--- config.mk ---
export PLATFORM = sky130hd
export DESIGN_NAME = decimal_key_encoder_flat
export DESIGN_NICKNAME = d
export VERILOG_FILES = /design/src/rtl/decimal_key_encoder_pkg.sv /design/src/rtl/decimal_key_encoder_if.sv /design/src/rtl/decimal_key_encoder_fifo.sv /design/src/rtl/decimal_key_encoder.sv /design/src/flat_wrapper.sv
export SDC_FILE = /design/constraint.sdc
export NUM_CORES = 1
export LEC_CHECK = 0
export CELL_PAD_IN_SITES_DETAIL_PLACEMENT = 2
export CELL_PAD_IN_SITES_GLOBAL_PLACEMENT = 2
export CORE_AREA = 2 2 83 85
export CTS_CLUSTER_SIZE = 24
export DETAILED_ROUTE_END_ITERATION = 6
export DIE_AREA = 0 0 85 87
export PLACE_DENSITY_LB_ADDON = 0.1
export SYNTH_ARGS = -nofsm -noshare
export SYNTH_HDL_FRONTEND = slang
export SYNTH_HIERARCHICAL = 1
export SYNTH_SLANG_ARGS = --single-unit
--- constraint.sdc ---
create_clock -name clk -period 4.5 [get_ports clk]
set_clock_uncertainty 0.15 [all_clocks]
set_input_delay 0.9 -clock clk [delete_from_list [all_inputs] [get_ports clk]]
set_output_delay 0.9 -clock clk [all_outputs]
set_load 0.1 [all_outputs]
--- src/rtl/decimal_key_encoder_pkg.sv ---
// Shared types and helpers for the decimal key encoder: FSM states, the
// no-key code and the priority encoder used on the synchronised key lines.
package decimal_key_pkg;

  localparam int BCD_W = 4;
  localparam logic [BCD_W-1:0] NO_KEY = 4'hF;

  typedef enum logic [1:0] {
    IDLE,
    DB_PRESS,
    HELD,
    DB_RELEASE
  } state_t;

  // Returns {any, code}; later (higher) indices overwrite lower ones so 9 beats 0
  function automatic logic [BCD_W:0] prio_encode(logic [9:0] n);
    logic [BCD_W:0] r;
    r = {1'b0, NO_KEY};
    for (int i = 0; i < 10; i++) begin
      if (!n[i]) r = {1'b1, 4'(i)};
    end
    return r;
  endfunction

endpackage

--- src/rtl/decimal_key_encoder_if.sv ---
// Valid/ready stream carrying debounced BCD key codes to the consumer.
interface decimal_key_encoder_if;
  import decimal_key_pkg::*;

  logic [BCD_W-1:0] out_bcd;
  logic             out_valid;
  logic             out_ready;

  modport master (output out_bcd, output out_valid, input out_ready);
  modport slave  (input out_bcd, input out_valid, output out_ready);
endinterface

--- src/rtl/decimal_key_encoder_fifo.sv ---
// Small circular FIFO holding accepted key codes; a push into a full FIFO
// only lands when a pop frees the head slot in the same cycle.
module key_fifo #(
  parameter int WIDTH = 4,
  parameter int DEPTH = 4
) (
  input  logic             clk,
  input  logic             rst,
  input  logic             push,
  input  logic [WIDTH-1:0] din,
  input  logic             pop,
  output logic [WIDTH-1:0] dout,
  output logic             empty,
  output logic             full
);

  localparam int PTR_W = $clog2(DEPTH);

  logic [WIDTH-1:0] mem [DEPTH];
  logic [PTR_W-1:0] wr_ptr, rd_ptr;
  logic [PTR_W:0]   count;
  logic             do_push, do_pop;

  assign empty   = (count == '0);
  assign full    = (count == (PTR_W+1)'(DEPTH));
  assign do_pop  = pop && !empty;
  assign do_push = push && (!full || do_pop);
  assign dout    = empty ? '0 : mem[rd_ptr];

  always_ff @(posedge clk) begin
    if (do_push) mem[wr_ptr] <= din;
  end

  // Pointers wrap naturally because DEPTH is a power of two
  always_ff @(posedge clk) begin
    if (rst) begin
      wr_ptr <= '0;
      rd_ptr <= '0;
      count  <= '0;
    end else begin
      if (do_push) wr_ptr <= wr_ptr + 1'b1;
      if (do_pop)  rd_ptr <= rd_ptr + 1'b1;
      case ({do_push, do_pop})
        2'b10:   count <= count + 1'b1;
        2'b01:   count <= count - 1'b1;
        default: count <= count;
      endcase
    end
  end

endmodule

--- src/rtl/decimal_key_encoder.sv ---
// Front-panel decimal key encoder: synchronises ten active-low key lines,
// priority-encodes and debounces them, and queues one BCD code per press.
module decimal_key_encoder
  import decimal_key_pkg::*;
#(
  parameter int DEBOUNCE_CYCLES = 16,
  parameter int FIFO_DEPTH      = 4
) (
  input  logic                  clk,
  input  logic                  rst,
  input  logic [9:0]            in_n,
  decimal_key_encoder_if.master bus,
  output logic                  key_held,
  output logic                  ovf,
  input  logic                  ovf_clr
);

  localparam int CNT_W = $clog2(DEBOUNCE_CYCLES);
  localparam logic [CNT_W-1:0] CNT_LAST = CNT_W'(DEBOUNCE_CYCLES - 1);

  logic [9:0]       sync1_q, sync2_q;
  logic [BCD_W:0]   enc;
  logic             any;
  logic [BCD_W-1:0] code;

  state_t           state_q, state_d;
  logic [CNT_W-1:0] cnt_q, cnt_d;
  logic [BCD_W-1:0] cand_q, cand_d;
  logic             push_req;

  logic             pop, fifo_push, fifo_empty, fifo_full;
  logic [BCD_W-1:0] fifo_dout;

  // Idle-high reset value makes a key held through reset look like a new press
  always_ff @(posedge clk) begin
    if (rst) begin
      sync1_q <= 10'h3FF;
      sync2_q <= 10'h3FF;
    end else begin
      sync1_q <= in_n;
      sync2_q <= sync1_q;
    end
  end

  assign enc  = prio_encode(sync2_q);
  assign any  = enc[BCD_W];
  assign code = enc[BCD_W-1:0];

  always_ff @(posedge clk) begin
    if (rst) begin
      state_q <= IDLE;
      cnt_q   <= '0;
      cand_q  <= NO_KEY;
    end else begin
      state_q <= state_d;
      cnt_q   <= cnt_d;
      cand_q  <= cand_d;
    end
  end

  // Code changes while held are ignored until a fully debounced release
  always_comb begin
    state_d  = state_q;
    cnt_d    = cnt_q;
    cand_d   = cand_q;
    push_req = 1'b0;
    case (state_q)
      IDLE: begin
        if (any) begin
          cand_d  = code;
          cnt_d   = '0;
          state_d = DB_PRESS;
        end
      end
      DB_PRESS: begin
        if (!any || (code != cand_q)) begin
          state_d = IDLE;
        end else if (cnt_q == CNT_LAST) begin
          push_req = 1'b1;
          state_d  = HELD;
        end else begin
          cnt_d = cnt_q + 1'b1;
        end
      end
      HELD: begin
        if (!any) begin
          cnt_d   = '0;
          state_d = DB_RELEASE;
        end
      end
      DB_RELEASE: begin
        if (any) begin
          state_d = HELD;
        end else if (cnt_q == CNT_LAST) begin
          state_d = IDLE;
        end else begin
          cnt_d = cnt_q + 1'b1;
        end
      end
      default: state_d = IDLE;
    endcase
  end

  assign key_held  = (state_q == HELD) || (state_q == DB_RELEASE);
  assign pop       = bus.out_valid && bus.out_ready;
  assign fifo_push = push_req && (!fifo_full || pop);

  key_fifo #(
    .WIDTH (BCD_W),
    .DEPTH (FIFO_DEPTH)
  ) u_fifo (
    .clk   (clk),
    .rst   (rst),
    .push  (fifo_push),
    .din   (cand_q),
    .pop   (pop),
    .dout  (fifo_dout),
    .empty (fifo_empty),
    .full  (fifo_full)
  );

  assign bus.out_bcd   = fifo_dout;
  assign bus.out_valid = !fifo_empty;

  // A new drop in the same cycle as a clear keeps the flag set
  always_ff @(posedge clk) begin
    if (rst) begin
      ovf <= 1'b0;
    end else if (push_req && fifo_full && !pop) begin
      ovf <= 1'b1;
    end else if (ovf_clr) begin
      ovf <= 1'b0;
    end
  end

endmodule

--- src/flat_wrapper.sv ---
// flat-port wrapper written by rule: the top's interface ports become plain ports
module decimal_key_encoder_flat import decimal_key_pkg::*;
#(
  parameter int DEBOUNCE_CYCLES = 16,
  parameter int FIFO_DEPTH      = 4
)
  (clk, rst, in_n, key_held, ovf, ovf_clr, bus_out_bcd, bus_out_valid, bus_out_ready);
  decimal_key_encoder_if bus_i ();
  input  logic clk;
  input  logic rst;
  input  logic [9:0] in_n;
  output logic key_held;
  output logic ovf;
  input  logic ovf_clr;
  output wire logic [$bits(bus_i.out_bcd)-1:0] bus_out_bcd;
  output wire logic [$bits(bus_i.out_valid)-1:0] bus_out_valid;
  input wire logic [$bits(bus_i.out_ready)-1:0] bus_out_ready;
  assign bus_out_bcd = bus_i.out_bcd;
  assign bus_out_valid = bus_i.out_valid;
  assign bus_i.out_ready = bus_out_ready;
  decimal_key_encoder #(.DEBOUNCE_CYCLES(DEBOUNCE_CYCLES), .FIFO_DEPTH(FIFO_DEPTH)) u_core (.clk(clk), .rst(rst), .in_n(in_n), .bus(bus_i), .key_held(key_held), .ovf(ovf), .ovf_clr(ovf_clr));
endmodule
Word-level counts from Yosys, hierarchy flattened
Memory sizes are Yosys's and may differ from the RTL's. A register that Yosys moved wholly into a read port is not among the register bits.
Cells that the tools add are included.
{"block": "op_classes", "n_addsub": 5, "eq_ne": 14, "mux": 34, "n_reduce_logical": 21}
{"operator": "5-bit 2-to-1 mux", "count": 10}
{"operator": "4-bit 2-to-1 mux", "count": 6}
{"operator": "2-bit 2-to-1 mux", "count": 8}
{"operator": "4-bit one-hot mux with 4 select lines", "count": 1}
{"operator": "2-bit one-hot mux with 4 select lines", "count": 1}
{"operator": "4-bit AND reduction", "count": 2}
{"operator": "1-bit 2-to-1 mux", "count": 7}
{"operator": "2-bit == test, second input constant", "count": 3}
{"operator": "1-bit logical AND", "count": 6}
{"operator": "2-bit inequality test, second input constant", "count": 3}
{"operator": "3-bit by 1-bit inequality test with 1-bit output, second input constant", "count": 2}
{"operator": "3-bit one-hot mux with 2 select lines", "count": 1}
{"operator": "2-bit by 1-bit adder with 2-bit output, second input constant", "count": 2}
{"operator": "4-bit by 1-bit adder with 4-bit output, second input constant", "count": 1}
{"operator": "2-bit by 1-bit == test with 1-bit output, second input constant", "count": 2}
{"operator": "4-bit == test, second input constant", "count": 1}
{"operator": "1-bit zero test", "count": 4}
{"operator": "1-bit logical OR", "count": 4}
{"operator": "4-bit inequality test", "count": 1}
{"operator": "2-bit nonzero test", "count": 2}
{"operator": "3-bit by 1-bit adder with 3-bit output, second input constant", "count": 1}
{"operator": "3-bit == test, second input constant", "count": 1}
{"operator": "3-bit zero test", "count": 1}
{"operator": "3-bit by 1-bit subtractor with 3-bit output, second input constant", "count": 1}
{"operator": "3 further kinds", "count": 3}
{"block": "word_totals", "register_bits": 38, "ramBits": 16, "in_bits": 14, "out_inout_bits": 7, "elab_cells": 84, "memories": 1}
{"name": "u_core.u_fifo.mem", "words": 4, "width": 4, "rd": 1, "rd_clocked_by_memory_dff": 1, "write_ports": 1, "line": "decimal_key_encoder_fifo.sv:19", "source": "logic [WIDTH-1:0] mem [DEPTH];"}

Depth between registers and ports, before layout
Gate-level depths: netlist of the first run.
{"block": "depth", "depth_word": 18, "ltp_mapped": 14, "depth_no_buf": 14}

Modules after synthesis
Netlist of the first run, hierarchy kept.
{"module": "decimal_key_encoder", "n_inst": 1, "cells_per_inst": 145, "area_each_um2": 1443.9, "seq_area_each_um2": 620.6}
{"module": "key_fifo", "n_inst": 1, "cells_per_inst": 78, "area_each_um2": 1106.1, "seq_area_each_um2": 660.6}

Worst setup path after synthesis of the first run
Ideal clock, no wire load.
{"block": "synth_timing", "kind": "register to output", "startpoint": "register with a tool-made name", "endpoint": "output bus_out_bcd[0]", "t_arrival_ps": 2008, "required_time_ps": 3450, "path_slack_ps": 1442, "path_stages_with_launch": 3, "n_path_buf": 0, "path_cell_list": "dfxtp_1 -> mux4_1 -> nor2b_1"}
{"item": "end, declared", "line": "flat_wrapper.sv:15", "source": "output wire logic [$bits(bus_i.out_bcd)-1:0] bus_out_bcd;"}

==> impl_results.md, run 1 <==
- Post-synthesis sequential area ratio: 0.502
- Post-CTS resize count: 0
- Post-Syn Nets: 244
- Synth warnings: 6
- Initial antenna violation count: 0
- Top cell type's share of synthesized area: 0.314
- Post-synthesis xor/xnor area fraction: 0.00687
- Synth Area in Simple Gates: 0.235
- Post-CTS Hold Buffers: 0
- All-Layer GR Usage: 0.157
- Pwr Total: 949 µW
- DR iter-0 viols: 53
- DRT Wirelength: 5270 µm
- Leading area contributor after synthesis: dfxtp_1
- Reg clk slew, reported paths: 100 ps
- Syn Area/Cell: 11.4 µm²
- Initial Util: 0.388
- Layout cells sized above 1: 0.211
- Final setup fails: 0
- CTS Sinks: 56
- Relative slew slack: 0.357
- Final Hold Viols: 0
- FFs w/ async S/R, synth: 0
- Req. time, crit path: 3450 ps
- Post-DR wirelength/cell: 16.1 µm
- Setup TNS: 0 ps
- Total gr overflow: 0
- Core Region: 6570 µm²
- Hold/Removal Path Class: register to register
- Crit share post-route: 0.786
- Routability Congestion: 0.736
- Post-layout nets: 267
- Clock Tree Buf Depth: 2
- Worst setup SP type: register
- Ys flop type: dfxtp_1
- Post-DRT Antenna Nets: 0
- R2r endpoint: u_core/u_fifo/count[2]$_SDFFE_PP0P_
- Die span in y: 87 µm
- Fillers: 678
- Critical path endpoint category: output port
- Status: finished clean
- PortBufs: 20
- Worst-case vdd ir drop: 0.163 mV
- Synth top area cells: dfxtp_1 31%, edfxtp_1 19%, or2_2 4.9%
- Die area: 7400 µm²
- Root buffer cell: clkbuf_8
- CP Max Fanout: 4
- Actual slew at the worst max-slew pin: 962 ps
- Mux share of post-synthesis cell area: 0.0633
- Via count: 1728
- Antenna diodes: 0
- I/O pin total: 21
- FP Rows: 30
- Fin. max-slew vios: 0
- Worst reg2reg path startpoint: u_core/sync2_q[6]$_SDFF_PP1_
- WP data arrival: 2490 ps
- P_leak: 1.06 nW
- Mapped Area: 2550 µm²
- Post-synth EDFFs: 16
- Clock Latency Late Sink: 320 ps
- Vias in the first global route: 1796
- Chip Width: 85 µm
- Drt pass-1 iters: 4
- Min cycle time layout: 3540 ps
- Largest net degree at the start of global routing: 25
- WS Path Type: register to output port
- CTS tree: yes
- #FFs+latches synth: 56
- Max cap viols: 0
- Area grow syn2layout: 15.0%
- R2R depth: 14
- Max Fclk: 0.283 GHz
- CTS buffer count: 5
- R2r setup slk: 1210 ps
- Max H-tree Level: 2
- Synth Area in Adders: 0.0373
- Drt drc: 0
- Postcts setup bufs: 0
- Worst setup path endpoint: bus_out_bcd[2]
- RSZ-0062 raised after global routing: false
- Most frequent cells in the layout: 40 x dfxtp_1, 20 x clkdlybuf4s50_1, 20 x or2_2
- First-pass GRT wire length: 9030 µm
- Post-DP HPWL: 3990 µm
- Largest family of logic cells by synthesized area: simple AND/OR/NAND/NOR gates
- Via density: 5.28
- Complex-gate fraction of the synthesized area: 0.130
- Cell Pwr Density: 324 nW/µm²
- Unique masters post-synth: 58
- Most common cell after layout, fill and taps aside: dfxtp_1
- Post-Syn Instances: 223
==> through the flow <==
stage	cells	util	instance area (µm²)	setup slack [ps]	hold slack, ps
global placement	319	0.432	2840	1140	240
floorplan	223	-	2550	1440	239
detailed placement	319	0.432	2840	1020	246
global route	327	0.446	2930	857	287
finish	327	0.446	2930	962	270
CTS	327	0.446	2930	930	272
==> how the worst min path moves through the flow <==
stage                                      start  cells past startpoint  slack (ps)                            to
finish              u_core/sync1_q[6]$_SDFF_PP1_                      1         270  u_core/sync2_q[6]$_SDFF_PP1_
global route        u_core/sync1_q[5]$_SDFF_PP1_                      1         290  u_core/sync2_q[5]$_SDFF_PP1_
CTS                 u_core/sync1_q[6]$_SDFF_PP1_                      1         270  u_core/sync2_q[6]$_SDFF_PP1_
detailed placement  u_core/sync1_q[6]$_SDFF_PP1_                      1         250  u_core/sync2_q[6]$_SDFF_PP1_
global placement    u_core/sync1_q[0]$_SDFF_PP1_                      1         240  u_core/sync2_q[0]$_SDFF_PP1_
floorplan           u_core/sync1_q[0]$_SDFF_PP1_                      1         240  u_core/sync2_q[0]$_SDFF_PP1_
==> routing by layer <==
layer,up-vias,routed length (µm),part of all wire,track usage
li1,854,-,-,-
met2,29,2710,0.51,0.281
met1,838,2340,0.44,0.190
met3,7,148,0.028,0.0313
met4,0,71,0.013,0.0476
met5,-,0,0,0
==> worst max-delay path, cell delays in order (launching register included) <==
cell and delay (ps):
dfxtp_1 460, mux4_1 590, and2b_1 170, clkdlybuf4s50_1 960
==> cells by family (layout without fill, tap and decap cells) <==
group / count (synthesis) / after routing
muxes: 9 / 9
adders and majority gates: 7 / 7
xor gates and xnor gates: 2 / 2
DFF: 56 / 56
AOI/OAI and AO/OA: 39 / 39
buffers and inverters: 17 / 41
and+or+nand+nor: 93 / 93
==> final cells by class <==
class,instances,area [µm²],share of cell area
Timing Repair Buffer,21,208,0.0708
Clock inverter,3,25.0,0.00853
Sequential cell,56,1280,0.437
Tap cell,80,100,0.0341
Inverter,12,45.0,0.0154
Multi-Input combinational cell,150,1200,0.411
Clock buffer,5,68.8,0.0235
==> state kept, by name (all words and copies together) (netlist names), named ones only <==
signal	cells
u_core/u_fifo/rd_ptr	2
u_core/u_fifo/count	3
u_core/ovf	1
u_core/sync2_q	10
u_core/u_fifo/wr_ptr	2
u_core/cnt_q	4
u_core/sync1_q	10
u_core/state_q	2
u_core/cand_q	4
u_core/u_fifo/mem	16
==> cell usage after synthesis (2+ instances only) <==
master / count
dfxtp_1: 40
or2_2: 20
edfxtp_1: 16
nor2_1: 13
a21oi_1: 12
inv_1: 12
nand2b_1: 8
nand2_1: 7
nand4_1: 7
and2_1: 6
ha_1: 6
clkbuf_1: 5
nor2b_1: 5
mux4_1: 4
o21ai_0: 4
and2b_1: 3
mux2i_1: 3
nand3_1: 3
o2111ai_1: 3
or3_1: 3
a21boi_2: 2
a221o_1: 2
and3_1: 2
and3b_2: 2
xor2_1: 2
==> report_power, final <==
part | switching, mW | internal, mW | total [mW]
sequential | 0.0196 | 0.537 | 0.557
clock | 0.176 | 0.114 | 0.290
combinational | 0.0530 | 0.0497 | 0.103
No activity file was read; power rests on OpenSTA's default activity.
==> run 2, diff against run 1 <==
CORE_AREA = 2 2 85 87   (was 2 2 83 85)
DIE_AREA = 0 0 87 89   (was 0 0 85 87)
clock period = 3.3 ns   (was 4.5 ns; I/O delays follow)
==> run 2 against run 1 <==
Combinational power grew 40%. Routed wire length shrank 1.4%. Critical path type is now register to register. Total power grew 42%. Clock power grew 54%. Largest power group unchanged. Final cell count grew 1.2%. Final area grew 1.2%. Via count grew 0.87%. Critical path depth grew 10.
==> impl_results.md, run 2 (same netlist as run 1, synthesis figures left out) <==
- WP data arrival: 3140 ps
- Largest net degree at the start of global routing: 41
- DR iter-0 viols: 55
- Initial Util: 0.380
- Switching power: 318 µW
- Crit-path cells: nor4bb_1, a2111oi_2, o211ai_2, nand3_1, nor2_1, a21boi_2, inv_1, ha_1, inv_1, fa_1, xor2_1, or3_1, a21oi_1
- DRT Wirelength: 5190 µm
- Worst-case vdd ir drop: 0.219 mV
- PortBufs: 20
- Area grow syn2layout: 16.4%
- Max H-tree Level: 2
- Hold Path Origin: u_core/sync1_q[1]$_SDFF_PP1_
- Comb power frac: 0.107
- Most common cell after layout, fill and taps aside: dfxtp_1
- Most frequent cells in the layout: 35 x dfxtp_1, 20 x or2_2, 16 x edfxtp_1
- Actual slew at the worst max-slew pin: 482 ps
- Power share of the clock group: 0.331
- Post-DP HPWL: 3790 µm
- Reg with most FFs: u_core/u_fifo/mem
- Crit share post-route: 0.922
- CP dominant cell by count: inv_1
- Max cap viols: 0
- Clock Tree Buf Depth: 2
- Final setup fails: 0
- Worst reg2reg path startpoint: u_core/cand_q[0]$_SDFFE_PP1P_
- Antenna diodes: 0
- Clock Latency Late Sink: 310 ps
- Cell Pwr Density: 454 nW/µm²
- I/O pin total: 21
- CTS buffer count: 5
- Critical path endpoint category: register
- Layout cells sized above 1: 0.267
- WS Path Type: register to register
- CTS Sinks: 56
- R2r endpoint: u_core/u_fifo/count[2]$_SDFFE_PP0P_
- Vias in the first global route: 1858
- Fin. max-slew vios: 0
- RSZ-0062 raised after global routing: false
- P_leak: 1.11 nW
- Post-DRT Antenna Nets: 0
- Total gr overflow: 0
- Max Fclk: 0.329 GHz
- First-pass GRT wire length: 8950 µm
- Setup TNS: 0 ps
- Critical path's largest stage delay: 460 ps
- R2r setup slk: 260 ps
- CTS tree: yes
- Die area: 7740 µm²
- Slowest cell on crit path: dfxtp_2
- Via count: 1743
- Relative slew slack: 0.676
- Sw frac: 0.236
- Hold/Removal Path Class: register to register
- Drt pass-1 iters: 4
- R2R depth: 13
- Post-DR wirelength/cell: 15.7 µm
- Initial antenna violation count: 0
- Final Util: 0.442
- Worst setup SP type: register
- FP Rows: 30
- Drt drc: 0
- CP Max Fanout: 11
- Max FFs per register: 16
- Sequential Power Share: 0.562
- Chip Width: 87 µm
- Reg clk slew, reported paths: 100 ps
- Final Hold Viols: 0
- Pint: 1.03 mW
- Req. time, crit path: 3390 ps
- Core Region: 6720 µm²
- Post-CTS Hold Buffers: 0
- All-Layer GR Usage: 0.149
- Status: finished clean
- Post-layout nets: 271
- Min cycle time layout: 3040 ps
- Routability Congestion: 0.731
- Hold EP: u_core/sync2_q[1]$_SDFF_PP1_
- Biggest regs: u_core/u_fifo/mem x16, u_core/sync1_q x10, u_core/sync2_q x10
- Die span in y: 89 µm
- WHS Path Cells: 1
- Pwr Total: 1.35 mW
- Root buffer cell: clkbuf_8
- Via density: 5.27
[run 2: cell type report]
| class | count | area [µm²] |
|---|---|---|
| Clock buffer | 5 | 68.8 |
| Clock inverter | 3 | 42.5 |
| Fill cell | 710 | 3750 |
| Inverter | 12 | 45.0 |
| Multi-Input combinational cell | 150 | 1200 |
| Sequential cell | 56 | 1290 |
| Tap cell | 80 | 100 |
| Timing Repair Buffer | 25 | 220 |
[run 2: power by group through the flow]
| stage | logic (mW) | clock network (mW) | registers, mW |
|---|---|---|---|
| 3_5_place_dp | 0.145 | 0 | 0.774 |
| 5_1_grt | 0.162 | 0.500 | 0.764 |
| 4_1_cts | 0.147 | 0.472 | 0.758 |
| 6_report | 0.144 | 0.447 | 0.758 |
| 3_3_place_gp | 0.143 | 0 | 0.772 |
| 2_1_floorplan | 0.0989 | 0 | 0.767 |
[run 2: worst max-delay path by stage]
stage                                  startpoint                                  end
floorplan           u_core/cand_q[0]$_SDFFE_PP1P_  u_core/u_fifo/count[2]$_SDFFE_PP0P_
global placement                    bus_out_ready  u_core/u_fifo/count[2]$_SDFFE_PP0P_
detailed placement  u_core/cand_q[0]$_SDFFE_PP1P_  u_core/u_fifo/count[2]$_SDFFE_PP0P_
CTS                 u_core/cand_q[0]$_SDFFE_PP1P_  u_core/u_fifo/count[2]$_SDFFE_PP0P_
global route        u_core/cand_q[0]$_SDFFE_PP1P_  u_core/u_fifo/count[2]$_SDFFE_PP0P_
finish              u_core/cand_q[0]$_SDFFE_PP1P_  u_core/u_fifo/count[2]$_SDFFE_PP0P_
[run 2: through the flow]
step	cell area (µm²)	hold slack [ps]	cells	setup WS, ps
final	2970	266	331	259
after global routing	2970	284	331	22.3
after CTS	2960	272	331	156
after detailed placement	2850	247	323	183
after global placement	2850	242	323	272
after floorplan	2550	239	223	461
[run 2: critical path: cells and delay by family, from the launching register on]
kind                     cells  cell delay, ps
AO/OA/AOI/OAI                4             910
AND/OR/NAND/NOR              4             600
adder cells (fa/ha/maj)      2             550
flip-flops                   1             460
XOR/XNOR                     1             160
buffers and inverters        2             120
[run 2: what timing repair did]
item | in CTS | in global routing
setup buffers | 0 | 0
resized for setup | 0 | 5
setup endpoints to repair | 0 | 1
[run 2: layer usage]
layer  up-vias  global-route usage  wire (µm)
met5         -                   0          0
met4         0              0.0554         71
met3         6              0.0332        130
met2        23               0.262       2640
met1       849               0.180       2350
li1        865                   -          -
==> run 3, diff against run 2 <==
ABC_AREA = 1   (was default)
CORE_AREA = 2 2 97 80   (was 2 2 85 87)
DIE_AREA = 0 0 99 82   (was 0 0 87 89)
SYNTH_HIERARCHICAL = default   (was 1)
==> run 3 against run 2 <==
Final area is 7.4% lower. Flip-flop and latch count unchanged. Highest routed layer unchanged. Routed wire length is 6.1% higher. Clock power shrank 11%. Via count grew 6.0%. Count of clock-buffer cells in the layout did not move. Final cell count increased by 18%. First-iteration DRC count down 44%. Register-to-register slack gained 250 ps.
==> impl_results.md, run 3 <==
- Status: finished clean
- Crit-path cells: nand2_1, a21oi_1, o21bai_1, nand2_1, nand2_1, nand2_1, nor2_4, nand2_1, nor2_2, nand4_4, ha_1, inv_1, fa_1, a21oi_1, o21ai_0, o21ai_0, a21oi_1
- Biggest regs: u_core.u_fifo.mem x16, u_core.sync1_q x10, u_core.sync2_q x10
- Top cell type's share of synthesized area: 0.338
- Hold Path Origin: u_core.sync1_q[2]$_SDFF_PP1_
- Cell Pwr Density: 623 nW/µm²
- CTS tree: yes
- CTS buffer count: 5
- Post-DR wirelength/cell: 14.1 µm
- Synth warnings: 0
- Initial Util: 0.330
- PortBufs: 20
- Antenna diodes: 0
- Layout cells sized above 1: 0.146
- P_leak: 1.15 nW
- Max FFs per register: 16
- First-pass GRT wire length: 9140 µm
- Placed Cells: 383
- Slowest cell on crit path: dfxtp_1
- Post-CTS Hold Buffers: 0
- Final setup fails: 0
- Total gr overflow: 0
- Worst-case vdd ir drop: 0.202 mV
- Reg clk slew, reported paths: 100 ps
- Postcts setup bufs: 0
- Area grow syn2layout: 15.9%
- Max cap viols: 0
- Vias in the first global route: 1920
- Drt drc: 0
- Critical path endpoint category: register
- Worst setup margin: 509 ps
- Most common cell after layout, fill and taps aside: nand2_1
- Leading area contributor after synthesis: dfxtp_1
- DR iter-0 viols: 31
- CP dominant cell by count: nand2_1
- Post-DP HPWL: 4290 µm
- Clock Latency Late Sink: 310 ps
- Pre-CTS worst setup slack: 449 ps
- R2r endpoint: u_core.u_fifo.count[2]$_SDFFE_PP0P_
- Syn Area/Cell: 8.60 µm²
- Largest net degree at the start of global routing: 27
- Worst setup SP type: register
- DRT Wirelength: 5510 µm
- Final Util: 0.383
- Chip Width: 99 µm
- Final Non-Filler Cells: 391
- Core Region: 7180 µm²
- Worst reg2reg path startpoint: u_core.sync2_q[3]$_SDFF_PP1_
- Most frequent cells in the layout: 52 x nand2_1, 41 x nor2_1, 40 x dfxtp_1
- Crit path buf inv count: 1
- I/O pin total: 21
- Post-layout nets: 321
- Crit share post-route: 0.846
- Die area: 8120 µm²
- Initial antenna violation count: 0
- All-Layer GR Usage: 0.146
- CP Max Fanout: 9
- CTS Sinks: 56
- Die span in y: 82 µm
- Fillers: 824
- Final Hold Viols: 0
- Post-CTS resize count: 0
- Post-Syn Nets: 297
- Post-synth EDFFs: 16
- Unique masters post-synth: 28
- Hold EP: u_core.sync2_q[2]$_SDFF_PP1_
- Relative slew slack: 0.604
- Most frequent cell after synthesis: nand2_1
- Fin. max-slew vios: 0
- RSZ-0062 raised after global routing: false
- Via density: 4.73
- DP Area: 2660 µm²
- R2R depth: 17
- Min cycle time layout: 2790 ps
- R2r setup slk: 510 ps
- Synth top area cells: dfxtp_1 34%, edfxtp_1 20%, nand2_1 8.2%
- #FFs+latches synth: 56
- Drt pass-1 iters: 4
- Post-synthesis sequential area ratio: 0.540
- Final instance area: 2750 µm²
- Post-DRT Antenna Nets: 0
- Reg with most FFs: u_core.u_fifo.mem
- Max Fclk: 0.358 GHz
- Via count: 1848
- Clock Tree Buf Depth: 2
- Max H-tree Level: 2
- CP top delay family: simple AND/OR/NAND/NOR gates
- Actual slew at the worst max-slew pin: 590 ps
- WP data arrival: 2890 ps
- WS Path Type: register to register
- Hold/Removal Path Class: register to register
- Routability Congestion: 0.732
- Ys flop type: dfxtp_1
- Gr busiest metal: met2
- Met3 GRT Util: 0.0306
- Critical path's largest stage delay: 330 ps
- Root buffer cell: clkbuf_8
- FP Rows: 28
- FFs w/ async S/R, synth: 0
- Met2 Usage GRT: 0.250
- Synth cell count leaders: 52 x nand2_1, 41 x nor2_1, 40 x dfxtp_1, 31 x inv_1, 20 x or2_2
- WHS Path Cells: 1
- Mapped Area: 2370 µm²
- Req. time, crit path: 3400 ps
- Pwr Total: 1.71 mW
- Post-Syn Instances: 276
- Met1 usage: 0.188
run 3: logic make-up (layout without fill, tap and decap cells):
| family | Yosys count | after routing | share of synthesized area |
|---|---|---|---|
| DFF | 56 | 56 | 0.540 |
| and+or+nand+nor | 134 | 134 | 0.262 |
| buffers and inverters | 37 | 62 | 0.0617 |
| muxes | 1 | 1 | 0.00422 |
| adders and majority gates | 7 | 7 | 0.0401 |
| AOI/OAI and AO/OA | 41 | 41 | 0.0918 |
run 3: metal layers:
metal  up-vias  wire length, µm
li1        932                -
met1       889             2770
met2        23             2540
met3         4              150
met4         0               43
met5         -                0
run 3: worst register-to-register path, delay by kind of cell, from the launching register on:
kind | cells | cell delay, ps
flops | 1 | 330
compound gates | 6 | 660
fa+ha+maj | 2 | 460
simple gates | 8 | 1030
buf+inv | 1 | 100
run 3: metrics by stage:
step           hold WS, ps  setup TNS (ps)
3_3_place_gp           242               0
4_1_cts                273               0
5_1_grt                288               0
3_5_place_dp           246               0
2_1_floorplan          239           -1220
6_report               271               0
run 3: layout make-up:
cell class | count | area, µm² | area share
Inverter | 32 | 120 | 0.0437
Sequential cell | 56 | 1280 | 0.466
Tap cell | 90 | 113 | 0.0410
Clock inverter | 3 | 23.8 | 0.00865
Multi-Input combinational cell | 183 | 945 | 0.344
Clock buffer | 5 | 68.8 | 0.0250
Timing Repair Buffer | 22 | 198 | 0.0719
run 3: worst max path at each step:
stage | start | end | slack, ps | cells after the start
floorplan | u_core.u_fifo.count[0]$_SDFFE_PP0P_ | bus_out_bcd[0] | -310 | 4
global placement | bus_out_ready | u_core.u_fifo.count[2]$_SDFFE_PP0P_ | 540 | 11
detailed placement | bus_out_ready | u_core.u_fifo.count[2]$_SDFFE_PP0P_ | 450 | 11
CTS | u_core.sync2_q[3]$_SDFF_PP1_ | u_core.u_fifo.count[2]$_SDFFE_PP0P_ | 490 | 17
global route | u_core.sync2_q[9]$_SDFF_PP1_ | u_core.u_fifo.count[2]$_SDFFE_PP0P_ | 190 | 18
finish | u_core.sync2_q[3]$_SDFF_PP1_ | u_core.u_fifo.count[2]$_SDFFE_PP0P_ | 510 | 17
run 3: power breakdown:
| group | leakage, nW | internal [mW] | switching, mW | total [mW] |
|---|---|---|---|---|
| clock network | 0.0509 | 0.156 | 0.240 | 0.396 |
| logic | 0.633 | 0.136 | 0.340 | 0.476 |
| registers | 0.471 | 0.773 | 0.0681 | 0.842 |
| total | 1.15 | 1.07 | 0.648 | 1.71 |
